[src/rtl/score_tracker_pkg.sv]
// Shared constants for score_tracker: grade encodings, point values,
// accuracy scale and rank thresholds, plus small lookup helpers.
package score_tracker_pkg;

   typedef logic [1:0] grade_t;

   localparam grade_t GRADE_PERFECT = 2'd3;
   localparam grade_t GRADE_GREAT   = 2'd2;
   localparam grade_t GRADE_GOOD    = 2'd1;
   localparam grade_t GRADE_MISS    = 2'd0;

   localparam logic [8:0] PTS_PERFECT = 9'd300;
   localparam logic [8:0] PTS_GREAT   = 9'd100;
   localparam logic [8:0] PTS_GOOD    = 9'd50;

   localparam int QUO_W = 14;
   localparam int DVD_W = 48;
   localparam int DSR_W = 32;

   localparam logic [QUO_W-1:0] ACC_FULL = 14'd10000;
   localparam logic [QUO_W-1:0] ACC_LV5  = 14'd9500;
   localparam logic [QUO_W-1:0] ACC_LV4  = 14'd9000;
   localparam logic [QUO_W-1:0] ACC_LV3  = 14'd8000;
   localparam logic [QUO_W-1:0] ACC_LV2  = 14'd7000;
   localparam logic [QUO_W-1:0] ACC_LV1  = 14'd6000;

   function automatic logic [8:0] grade_points(input grade_t g);
      logic [8:0] p;
      case (g)
         GRADE_PERFECT: p = PTS_PERFECT;
         GRADE_GREAT:   p = PTS_GREAT;
         GRADE_GOOD:    p = PTS_GOOD;
         default:       p = 9'd0;
      endcase
      return p;
   endfunction

   function automatic logic [2:0] acc_level(input logic [QUO_W-1:0] a);
      logic [2:0] lv;
      if (a >= ACC_FULL)     lv = 3'd6;
      else if (a >= ACC_LV5) lv = 3'd5;
      else if (a >= ACC_LV4) lv = 3'd4;
      else if (a >= ACC_LV3) lv = 3'd3;
      else if (a >= ACC_LV2) lv = 3'd2;
      else if (a >= ACC_LV1) lv = 3'd1;
      else                   lv = 3'd0;
      return lv;
   endfunction

endpackage

[src/rtl/score_tracker_if.sv]
// Judgment handshake between the note judge (master) and score_tracker (slave).
interface score_tracker_if;
   logic       hit_valid;
   logic [1:0] hit_grade;
   logic       hit_ready;
   logic [1:0] mod;
   logic [3:0] difficulty;

   modport master (output hit_valid, hit_grade, mod, difficulty, input hit_ready);
   modport slave  (input hit_valid, hit_grade, mod, difficulty, output hit_ready);
endinterface

[src/rtl/score_tracker_acc_divider.sv]
// acc_divider: iterative restoring divider, one quotient bit per cycle (MSB first),
// 14 cycles per division, with synchronous abort.
module score_tracker_acc_divider
   import score_tracker_pkg::*;
(
   input  logic             clk,
   input  logic             rst,
   input  logic             i_abort,
   input  logic             i_start,
   input  logic [DVD_W-1:0] i_dividend,
   input  logic [DSR_W-1:0] i_divisor,
   output logic [QUO_W-1:0] o_quotient,
   output logic             o_busy,
   output logic             o_done
);

   logic             r_busy;
   logic [3:0]       r_cnt;
   logic [DVD_W-1:0] r_rem;
   logic [DVD_W-1:0] r_dsr;
   logic [QUO_W-1:0] r_quo;
   logic             r_ovf;
   logic             w_ge;
   logic             w_last;

   assign w_ge   = (r_rem >= r_dsr);
   assign w_last = (r_cnt == 4'(QUO_W-1));

   always_ff @(posedge clk) begin
      if (rst || i_abort) begin
         r_busy <= 1'b0;
         r_cnt  <= '0;
      end else if (i_start) begin
         r_busy <= 1'b1;
         r_cnt  <= '0;
      end else if (r_busy) begin
         if (w_last) r_busy <= 1'b0;
         r_cnt <= r_cnt + 4'd1;
      end
   end

   // A quotient that cannot fit in 14 bits is flagged up front and saturates.
   always_ff @(posedge clk) begin
      if (i_start) begin
         r_rem <= i_dividend;
         r_dsr <= DVD_W'(i_divisor) << (QUO_W-1);
         r_quo <= '0;
         r_ovf <= (i_dividend >= (DVD_W'(i_divisor) << QUO_W));
      end else if (r_busy) begin
         if (w_ge) r_rem <= r_rem - r_dsr;
         r_dsr <= r_dsr >> 1;
         r_quo <= {r_quo[QUO_W-2:0], w_ge};
      end
   end

   assign o_quotient = r_ovf ? '1 : r_quo;
   assign o_busy     = r_busy;
   assign o_done     = r_busy && w_last;

endmodule

[src/rtl/score_tracker.sv]
// score_tracker: per-judgment combo/score/bonus accumulation and accuracy/rank.
// Optional macro SCORE_TRACKER_MAX_COMBO_EN adds the max_combo output.
module score_tracker
   import score_tracker_pkg::*;
#(
   parameter int STAT_W   = 21,
   parameter int COMBO_TH = 10
) (
   input  logic              clk,
   input  logic              rst,
   input  logic              clear,
   score_tracker_if.slave    hit,
   output logic [STAT_W-1:0] combo,
   output logic [STAT_W-1:0] base_score,
   output logic [STAT_W-1:0] bonus_score,
   output logic [STAT_W-1:0] acc,
   output logic [2:0]        level
`ifdef SCORE_TRACKER_MAX_COMBO_EN
   ,
   output logic [STAT_W-1:0] max_combo
`endif
);

   localparam logic [1:0] S_IDLE = 2'd0;
   localparam logic [1:0] S_PREP = 2'd1;
   localparam logic [1:0] S_DIV  = 2'd2;
   localparam logic [1:0] S_DONE = 2'd3;

   function automatic logic [STAT_W-1:0] sat_add(input logic [STAT_W-1:0] a,
                                                 input logic [STAT_W-1:0] b);
      logic [STAT_W:0] s;
      s = {1'b0, a} + {1'b0, b};
      return s[STAT_W] ? '1 : s[STAT_W-1:0];
   endfunction

   logic [1:0]        r_state;
   logic [STAT_W-1:0] r_combo;
   logic [STAT_W-1:0] r_base;
   logic [STAT_W-1:0] r_bonus;
   logic [STAT_W-1:0] r_acc;
   logic [2:0]        r_level;
   logic [31:0]       r_pts_sum;
   logic [STAT_W-1:0] r_hit_count;

   logic              w_accept;
   logic [8:0]        w_pts;
   logic [4:0]        w_mult;
   logic [13:0]       w_base_prod;
   logic [9:0]        w_bonus_pts;
   logic [STAT_W-1:0] w_combo_new;
   logic [DVD_W-1:0]  w_dividend;
   logic [DSR_W-1:0]  w_divisor;
   logic [QUO_W-1:0]  w_quo;
   logic [QUO_W-1:0]  w_quo_clamped;
   logic              w_div_busy;
   logic              w_div_done;

   assign hit.hit_ready = (r_state == S_IDLE);
   assign w_accept      = hit.hit_valid && (r_state == S_IDLE);

   assign w_pts       = grade_points(hit.hit_grade);
   assign w_mult      = {1'b0, hit.difficulty} + 5'd1;
   assign w_base_prod = {5'b0, w_pts} * {9'b0, w_mult};
   assign w_bonus_pts = 10'(w_pts[8:2]) << hit.mod;
   assign w_combo_new = (hit.hit_grade == GRADE_MISS) ? '0
                                                      : sat_add(r_combo, STAT_W'(1));

   always_ff @(posedge clk) begin
      if (rst || clear) begin
         r_combo     <= '0;
         r_base      <= '0;
         r_bonus     <= '0;
         r_pts_sum   <= '0;
         r_hit_count <= '0;
      end else if (w_accept) begin
         r_combo     <= w_combo_new;
         r_base      <= sat_add(r_base, STAT_W'(w_base_prod));
         if (w_combo_new >= STAT_W'(COMBO_TH))
            r_bonus  <= sat_add(r_bonus, STAT_W'(w_bonus_pts));
         r_pts_sum   <= r_pts_sum + 32'(w_pts);
         r_hit_count <= sat_add(r_hit_count, STAT_W'(1));
      end
   end

`ifdef SCORE_TRACKER_MAX_COMBO_EN
   logic [STAT_W-1:0] r_max_combo;

   always_ff @(posedge clk) begin
      if (rst || clear)
         r_max_combo <= '0;
      else if (w_accept && (w_combo_new > r_max_combo))
         r_max_combo <= w_combo_new;
   end

   assign max_combo = r_max_combo;
`endif

   // PREP: operands are formed from the freshly updated accumulators.
   assign w_dividend    = {16'b0, r_pts_sum} * 48'd10000;
   assign w_divisor     = 32'(r_hit_count) * 32'd300;
   assign w_quo_clamped = (w_quo > ACC_FULL) ? ACC_FULL : w_quo;

   score_tracker_acc_divider u_div (
      .clk        (clk),
      .rst        (rst),
      .i_abort    (clear),
      .i_start    (r_state == S_PREP),
      .i_dividend (w_dividend),
      .i_divisor  (w_divisor),
      .o_quotient (w_quo),
      .o_busy     (w_div_busy),
      .o_done     (w_div_done)
   );

   always_ff @(posedge clk) begin
      if (rst || clear) begin
         r_state <= S_IDLE;
         r_acc   <= '0;
         r_level <= '0;
      end else begin
         case (r_state)
            S_IDLE: if (w_accept) r_state <= S_PREP;
            S_PREP: r_state <= S_DIV;
            S_DIV:  if (w_div_done || !w_div_busy) r_state <= S_DONE;
            default: begin
               r_acc   <= STAT_W'(w_quo_clamped);
               r_level <= acc_level(w_quo_clamped);
               r_state <= S_IDLE;
            end
         endcase
      end
   end

   assign combo       = r_combo;
   assign base_score  = r_base;
   assign bonus_score = r_bonus;
   assign acc         = r_acc;
   assign level       = r_level;

endmodule

[src/flat_wrapper.sv]
// flat-port wrapper written by rule: the top's interface ports become plain ports
module score_tracker_flat import score_tracker_pkg::*;
#(
   parameter int STAT_W   = 21,
   parameter int COMBO_TH = 10
)
  (clk, rst, clear, combo, base_score, bonus_score, acc, level, hit_hit_valid, hit_hit_grade, hit_mod, hit_difficulty, hit_hit_ready);
  score_tracker_if hit_i ();
  input  logic clk;
  input  logic rst;
  input  logic clear;
  output logic [STAT_W-1:0] combo;
  output logic [STAT_W-1:0] base_score;
  output logic [STAT_W-1:0] bonus_score;
  output logic [STAT_W-1:0] acc;
  output logic [2:0] level;
  input wire logic [$bits(hit_i.hit_valid)-1:0] hit_hit_valid;
  input wire logic [$bits(hit_i.hit_grade)-1:0] hit_hit_grade;
  input wire logic [$bits(hit_i.mod)-1:0] hit_mod;
  input wire logic [$bits(hit_i.difficulty)-1:0] hit_difficulty;
  output wire logic [$bits(hit_i.hit_ready)-1:0] hit_hit_ready;
  assign hit_i.hit_valid = hit_hit_valid;
  assign hit_i.hit_grade = hit_hit_grade;
  assign hit_i.mod = hit_mod;
  assign hit_i.difficulty = hit_difficulty;
  assign hit_hit_ready = hit_i.hit_ready;
  score_tracker #(.STAT_W(STAT_W), .COMBO_TH(COMBO_TH)) u_core (.clk(clk), .rst(rst), .clear(clear), .hit(hit_i), .combo(combo), .base_score(base_score), .bonus_score(bonus_score), .acc(acc), .level(level));
endmodule
[config.mk]
export PLATFORM = sky130hd
export DESIGN_NAME = score_tracker_flat
export DESIGN_NICKNAME = d
export VERILOG_FILES = /design/src/rtl/score_tracker_pkg.sv /design/src/rtl/score_tracker_if.sv /design/src/rtl/score_tracker_acc_divider.sv /design/src/rtl/score_tracker.sv /design/src/flat_wrapper.sv
export SDC_FILE = /design/constraint.sdc
export NUM_CORES = 1
export LEC_CHECK = 0
export BUFFER_PORTS_ARGS = -buffer_cell sky130_fd_sc_hd__buf_2
export CAP_MARGIN = 20
export CORE_UTILIZATION = 40
export CTS_CLUSTER_DIAMETER = 200
export DETAILED_ROUTE_END_ITERATION = 10
export PLACE_DENSITY_LB_ADDON = 0.25
export SETUP_SLACK_MARGIN = 0.2
export SLEW_MARGIN = 20
export SYNTH_ARGS = -nofsm -noshare
export SYNTH_HDL_FRONTEND = slang
export SYNTH_HIERARCHICAL = 1
export SYNTH_SLANG_ARGS = --single-unit
[constraint.sdc]
create_clock -name clk -period 7.9 [get_ports clk]
set_clock_uncertainty 0.2 [all_clocks]
set_input_delay 1.58 -clock clk [delete_from_list [all_inputs] [get_ports clk]]
set_output_delay 1.58 -clock clk [all_outputs]
set_load 0.05 [all_outputs]
==> results of run 1 <==
==> logic make-up after synthesis <==
| family | Yosys count | share of synthesized area [%] |
|---|---|---|
| fa+ha+maj | 482 | 28.2 |
| xor+xnor | 148 | 5.16 |
| compound gates | 700 | 18.1 |
| mux | 35 | 1.40 |
| other cells | 1 | 0.0149 |
| flops | 247 | 22.9 |
| simple gates | 802 | 15.3 |
| buf+inv | 568 | 8.87 |
==> power breakdown <==
group | total [uW] | leakage (uW) | switching [uW] | internal, uW
Combinational | 765 | 0.0105 | 483 | 282
Clock | 1460 | 0.000510 | 611 | 845
Sequential | 1400 | 0.00210 | 26.4 | 1370
==> layer usage <==
layer	vias to the layer above	share of wire [%]	GRT usage, %
li1	10400	-	-
met1	10100	47	27.6
met2	434	47	33.9
met3	89	4.0	1.85
met4	0	2.4	5.07
met5	-	0	0
==> sequential cells by signal, indices dropped and copies added (netlist names), 3 cells and up <==
signal / cells
u_core/level: 3
u_core/r_hit_count: 21
u_core/bonus_score: 21
u_core/r_pts_sum: 31
u_core/u_div/r_cnt: 4
u_core/u_div/r_quo: 14
u_core/acc: 14
u_core/u_div/r_dsr: 45
u_core/combo: 21
u_core/u_div/r_rem: 48
u_core/base_score: 21
==> worst min-delay path, delay by kind of cell (launching register included) <==
family	cells	cell delay [ps]
compound gates	1	50
simple gates	1	60
flops	1	300
==> path summary, 6_finish.rpt <==
kind | startpoint | to | slack, ps | depth (start not counted)
min | u_core/acc[12] | u_core/acc[12] | 270 | 2
min reg2reg | u_core/acc[12] | u_core/acc[12] | 270 | 2
max | u_core/r_pts_sum[18] | u_core/u_div/r_ovf | 790 | 26
max reg2reg | u_core/r_pts_sum[18] | u_core/u_div/r_ovf | 790 | 26
==> through the flow <==
stage / util, % / total power (uW)
4_1_cts: 44.3 / 3660
2_1_floorplan: - / 2010
6_report: 44.3 / 3620
5_1_grt: 44.3 / 3800
3_3_place_gp: 42.6 / 2170
3_5_place_dp: 42.6 / 2180
==> cells in the mapped netlist, types with 73 or more instances <==
cell / instances / area (um2)
clkbuf_1: 77 / 289
o21ai_0: 139 / 696
a21oi_1: 204 / 1020
fa_1: 140 / 2800
nand2_1: 226 / 848
ha_1: 342 / 4280
xnor2_1: 100 / 876
nand3_1: 73 / 365
dfxtp_1: 166 / 3320
edfxtp_1: 81 / 2430
inv_1: 449 / 1690
nor2_1: 228 / 856
==> cell type report <==
class / count / area [um2]
diodes: 1 / 2.50
clock buffers: 47 / 931
clock inverters: 10 / 97.6
fillers: 6088 / 34500
inverters: 451 / 1690
multi-input cells: 2194 / 17300
flip-flops and latches: 247 / 5760
well taps: 837 / 1050
repair buffers: 105 / 571
==> run metrics, run 1 <==
worst slew pin tran ~1000 ps; starting density of the core 40.6%; synth unique cells between 80 and 90; delay-heaviest family, CP adder cells; Clock transition at path regs about 70 ps; residual overflow from global routing 0; # DRC 0; number of max-slew violations in the final report 0; die area between 60000 and 70000 um2; Ports 100; outcome finished clean; Lkg Pwr 0.0131 uW; cts hold-fix bufs 0; fraction of the yosys area taken by sequential cells 22.9%; setup TNS 0 ps; Placer Congestion ~0.90; commonest non-fill, non-tap cell in the layout inv_1; Post-synth ARST share 0%; CTS sink count 247; EDFF count, synth 81; area grow syn2layout 8.94%; root buffer cell clkbuf_16; slowest stage delay, CP 570 ps; Maximum Capacitance Violations 0; fin crit period 7110 ps; critical path arrival 7260 ps; first-pass GRT wire length between 100 and 150 mm; Crit. End Element flip-flop; vias in the first global route 20800; Die X around 250 um; antenna violations before repair 1; commonest cells after routing, fill and taps aside 449 x inv_1, 341 x ha_1, 227 x nor2_1; Vias 21000; placed wire-length estimate 50.0 mm; Max VDD drop 0.000152 V; Avg Cell Area, Syn 8.42 um2; #FFs+latches synth around 250; power per cell area roughly 130 nW/um2; All-Layer GR Usage between 20% and 30%; TritonCTS Buffers 31; Buffers on Ports 92; final instance area 27400 um2; pin count of the biggest net entering global routing between 150 and 200; Synth Flop Type dfxtp_1; WHS 267 ps; fin crit share 90.0%; placed cell area 26300 um2; HP Class reg -> reg; Hold Fails Final Rpt 0; cell row count between 90 and 100; layout cells sized above 1 under 10%; initial drt markers ~1500; Worst path slowest cell a2111oi_0; f_max approximately 140 MHz; wire per inst between 15 and 20 um; Layout Nets 3524; # setup viols final 0; Skew-Pair Late Insertion Delay 610 ps; fin cells 3892; setup bufs post-CTS 0; Synth Instances 2983; CP Launch Type flip-flop; Critical Path RT 8050 ps; kind of critical path reg -> reg; total iterations of the first detailed-routing run 6; Ys Warns 6; core area 61800 um2; Final WS setup roughly 790 ps; WP buf/inv 4; final WL between 60 and 70 mm; RSZ-0062 raised after global routing no; vias per cell 5.40; Antenna Violating Nets Remaining 0; CTS tree done; CTS max path bufs 3; Place WS 870 ps; slew margin rel. 30.1%; Die Height about 250 um; critical path peak fanout 7; Placed Instances ~3800; H-tree depth 1; Resize count post-CTS 0; Syn Std Cell Area 25100 um2
Power figures use the tool's default switching activity.
==> inputs of run 2 (changes only) <==
- CORE_UTILIZATION: 40 -> 46
==> run metrics, run 2 (synthesis gave the netlist of run 1 again) <==
combined area of the multi-input logic cells 17300 um2; routed wl met2 28.1 mm; initial drt markers 1410; Die X 236 um; final WL between 60 and 70 mm; root buffer cell clkbuf_16; Skew-Pair Late Insertion Delay 600 ps; RSZ-0062 raised after global routing no; antenna violations before repair 6; Largest Register u_core/u_div/r_rem; setup TNS 0 ps; slowest stage delay, CP 590 ps; wl on met1 ~29 mm; number of flip-flops in the largest register 48; Placer Congestion 0.976; slew margin rel. around 31%; pin count of the biggest net entering global routing 80; Largest regs u_core/u_div/r_rem: 48 flops, u_core/u_div/r_dsr: 45 flops, u_core/r_pts_sum: 31 flops; first-pass GRT wire length 104 mm; vias per cell 5.55; f_max 143 MHz; total iterations of the first detailed-routing run 6; fin crit period approximately 7000 ps; CTS tree done; # DRC 0; Hold Fails Final Rpt 0; Critical Path RT about 8000 ps; outcome finished clean; Seq. cell area 5760 um2; cell row count 85; Maximum Capacitance Violations 0; Buffers on Ports 92; number of max-slew violations in the final report 0; power per cell area ~130 nW/um2; vias in the first global route 20600; commonest non-fill, non-tap cell in the layout inv_1; setup bufs post-CTS 0; residual overflow from global routing 0; Antenna Violating Nets Remaining 0; starting density of the core 46.6%; CTS sink count 247; Clock transition at path regs 60 ps; WHS about 260 ps; max layer used met4; worst slew pin tran 1030 ps; Layout Nets between 3000 and 4000; CTS max path bufs 3; critical path arrival about 7100 ps; CP Launch Type flip-flop; Max VDD drop 0.000188 V; TritonCTS Buffers 31; die area approximately 56000 um2; commonest cells after routing, fill and taps aside 449 x inv_1, 341 x ha_1, 227 x nor2_1; Worst path slowest cell a2111oi_0; # setup viols final 0; critical path peak fanout 6; hold depth 2; FF-to-FF path depth 26; All-Layer GR Usage 22.4%; fin crit share 88.8%; core area 53900 um2; Vias 20800; HP Class reg -> reg; layout cells sized above 1 6.97%; Lkg Pwr 0.0131 uW; Die Height 236 um; Crit. End Element flip-flop; kind of critical path reg -> reg; FILL cells 5109; H-tree depth 1; met3 WL roughly 2.6 mm; Ports 100; area grow syn2layout 8.27%; Resize count post-CTS 0; cts hold-fix bufs 0; wire per inst 16.5 um; placed wire-length estimate between 40 and 50 mm
run 2: per-layer routing:
metal  GRT usage, %  vias to the layer above
met4           7.17                        0
met5              0                        -
met1           31.2                     9891
met3           2.11                      109
li1               -                    10400
met2           36.5                      485
run 2: cell type report:
type	instances	share of cell area, %
inverter	451	6.22
multi-input combinational	2194	63.5
clock buffer	44	3.39
sequential	247	21.2
clock inverter	14	0.442
antenna	2	0.0184
tap	696	3.20
timing repair buffer	105	2.05
run 2: power by group:
part / switching, uW / leakage [uW] / internal (uW)
Combinational: 490 / 0.0105 / 282
Sequential: 26.1 / 0.00210 / 1370
Clock: 603 / 0.000516 / 848
run 2: per-stage QoR:
stage	worst slack, ps	cells	utilization, %	power (uW)	area, um2
floorplan	1360	3009	-	2010	25200
detailed placement	908	3693	48.5	2190	26100
global route	233	3753	50.4	3790	27200
finish	888	3753	50.4	3620	27200
global placement	966	3693	48.5	2170	26100
CTS	899	3751	50.4	3650	27200
run 2: final timing paths:
| check | start | to | slack [ps] |
|---|---|---|---|
| setup / recovery | u_core/r_pts_sum[14] | u_core/u_div/r_ovf | 890 |
| hold / removal | u_core/acc[12] | u_core/acc[12] | 260 |
| setup reg to reg | u_core/r_pts_sum[14] | u_core/u_div/r_ovf | 890 |
| hold reg to reg | u_core/acc[12] | u_core/acc[12] | 260 |
run 2: worst max-delay path, delay by kind of cell, from the launching register on:
family	cells	cell delay [ps]
buf+inv	4	320
flops	1	530
compound gates	10	2260
simple gates	4	390
xor+xnor	1	260
fa+ha+maj	7	2790
==> inputs of run 3 (changes only) <==
- PLACE_DENSITY_LB_ADDON: 0.25 -> unset
==> run metrics, run 3 (synthesis gave the netlist of run 1 again) <==
total iterations of the first detailed-routing run 6; initial drt markers 1292; fin cells 3757; r2r setup slk 760 ps; root buffer cell clkbuf_16; critical path peak fanout 6; Largest Register u_core/u_div/r_rem; placed wire-length estimate about 50 mm; fin crit share 90.3%; number of max-slew violations in the final report 0; f_max 140 MHz; WHS 266 ps; Die X approximately 240 um; Antenna Violating Nets Remaining 0; hold depth 2; FF-to-FF path depth 24; TritonCTS Buffers 34; Critical Path RT 7980 ps; CTS max path bufs 3; Hold Fails Final Rpt 0; Skew-Pair Late Insertion Delay 560 ps; met1 Use GR 33.4%; placed cell area between 20000 and 30000 um2; vias in the first global route around 21000; pin count of the biggest net entering global routing 72; area grow syn2layout 8.79%; Lkg Pwr 0.0131 uW; Seq. cell area 5760 um2; critical path arrival a little over 7000 ps; residual overflow from global routing 0; combined area of the multi-input logic cells ~17000 um2; RR Endpoint u_core/u_div/r_ovf; number of flip-flops in the largest register 48; slew margin rel. 32.3%; outcome finished clean; min-delay src u_core/acc[12]; commonest non-fill, non-tap cell in the layout inv_1; RSZ-0062 raised after global routing no; vias per cell 5.55; first-pass GRT wire length 106 mm; Die Height 236 um; CTS sink count roughly 250; kind of critical path reg -> reg; H-tree depth 2; Vias 20900; starting density of the core 46.6%; setup TNS 0 ps; most used routing layer met2; cell row count 85; CTS tree done; HP Class reg -> reg; Largest regs u_core/u_div/r_rem: 48 flops, u_core/u_div/r_dsr: 45 flops, u_core/r_pts_sum: 31 flops; FILL cells 5149; Maximum Capacitance Violations 0; Layout Nets between 3000 and 4000; r2r startpoint u_core/r_pts_sum[9]; # DRC 0; wire per inst 17.0 um; final WL around 64 mm; Placer Congestion 0.906; die area 55500 um2; power per cell area approximately 140 nW/um2; Max VDD drop 0.000142 V; All-Layer GR Usage 23.2%; Global Route met3 Usage between 2 and 3%; Ports 100; fin crit period just over 7000 ps; core area 53900 um2; layout cells sized above 1 7.13%; setup bufs post-CTS 0; # setup viols final 0; utilization of the core after routing 50.7%; final instance area about 27000 um2; worst-case hold path end point u_core/acc[12]; commonest cells after routing, fill and taps aside 449 x inv_1, 341 x ha_1, 227 x nor2_1; Clock transition at path regs 60 ps; Placed Instances 3693; worst slew pin tran 1010 ps; M2 GR Usage 36.5%; Crit. End Element flip-flop; CP Launch Type flip-flop; Buffers on Ports roughly 90; antenna violations before repair 3
run 3: routing by layer:
layer  vias up  wire length (um)
met5         -                 0
met4         0              1300
met3        79              3110
met2       458             28100
met1      9954             31200
li1      10400                 -
run 3: cell type report:
cell class	instances	area share [%]
repair buffers	105	2.04
diodes	2	0.0183
flip-flops and latches	247	21.1
inverters	451	6.20
clock buffers	48	3.75
multi-input cells	2194	63.2
well taps	696	3.19
clock inverters	14	0.545
run 3: where the power goes:
part,switching (uW),leakage [uW],internal [uW],total [uW]
logic,490,0.0105,282,772
registers,25.0,0.00210,1370,1400
clock network,642,0.000584,979,1620
run 3: repair_timing:
item                                    CTS  global route
endpoints found under the setup margin    0             1
hold buffers                              0             0
resized for setup                         0             1
run 3: worst max-delay path: stages, from the launching register on:
cell,delay [ps]
dfxtp_1,560
inv_1,220
fa_1,580
inv_1,40
ha_1,290
fa_1,490
ha_1,290
inv_1,50
fa_1,490
inv_1,40
ha_1,360
a211oi_1,290
o21ai_0,190
a211oi_1,260
a21oi_1,160
a211o_1,380
a41oi_1,290
a21oi_1,170
nor4b_1,290
a211o_1,280
ha_1,290
nand2_1,70
nor2_1,50
a2111oi_0,360
o211ai_1,150
run 3: worst max path at each step:
| stage | from | endpoint | slack [ps] | depth (start not counted) |
|---|---|---|---|---|
| 5_1_grt | u_core/r_pts_sum[14] | u_core/u_div/r_ovf | 190 | 26 |
| 3_3_place_gp | u_core/r_pts_sum[9] | u_core/u_div/r_ovf | 890 | 24 |
| 4_1_cts | u_core/r_pts_sum[9] | u_core/u_div/r_ovf | 740 | 24 |
| 3_5_place_dp | u_core/r_pts_sum[9] | u_core/u_div/r_ovf | 780 | 24 |
| 6_report | u_core/r_pts_sum[9] | u_core/u_div/r_ovf | 760 | 24 |
| 2_1_floorplan | hit_hit_grade[0] | u_core/base_score[1] | 1360 | 20 |
run 3: stage by stage:
stage / setup slack (ps) / total power [uW]
floorplan: 1360 / 2010
CTS: 738 / 3830
global route: 193 / 3980
global placement: 893 / 2180
detailed placement: 776 / 2190
finish: 764 / 3790
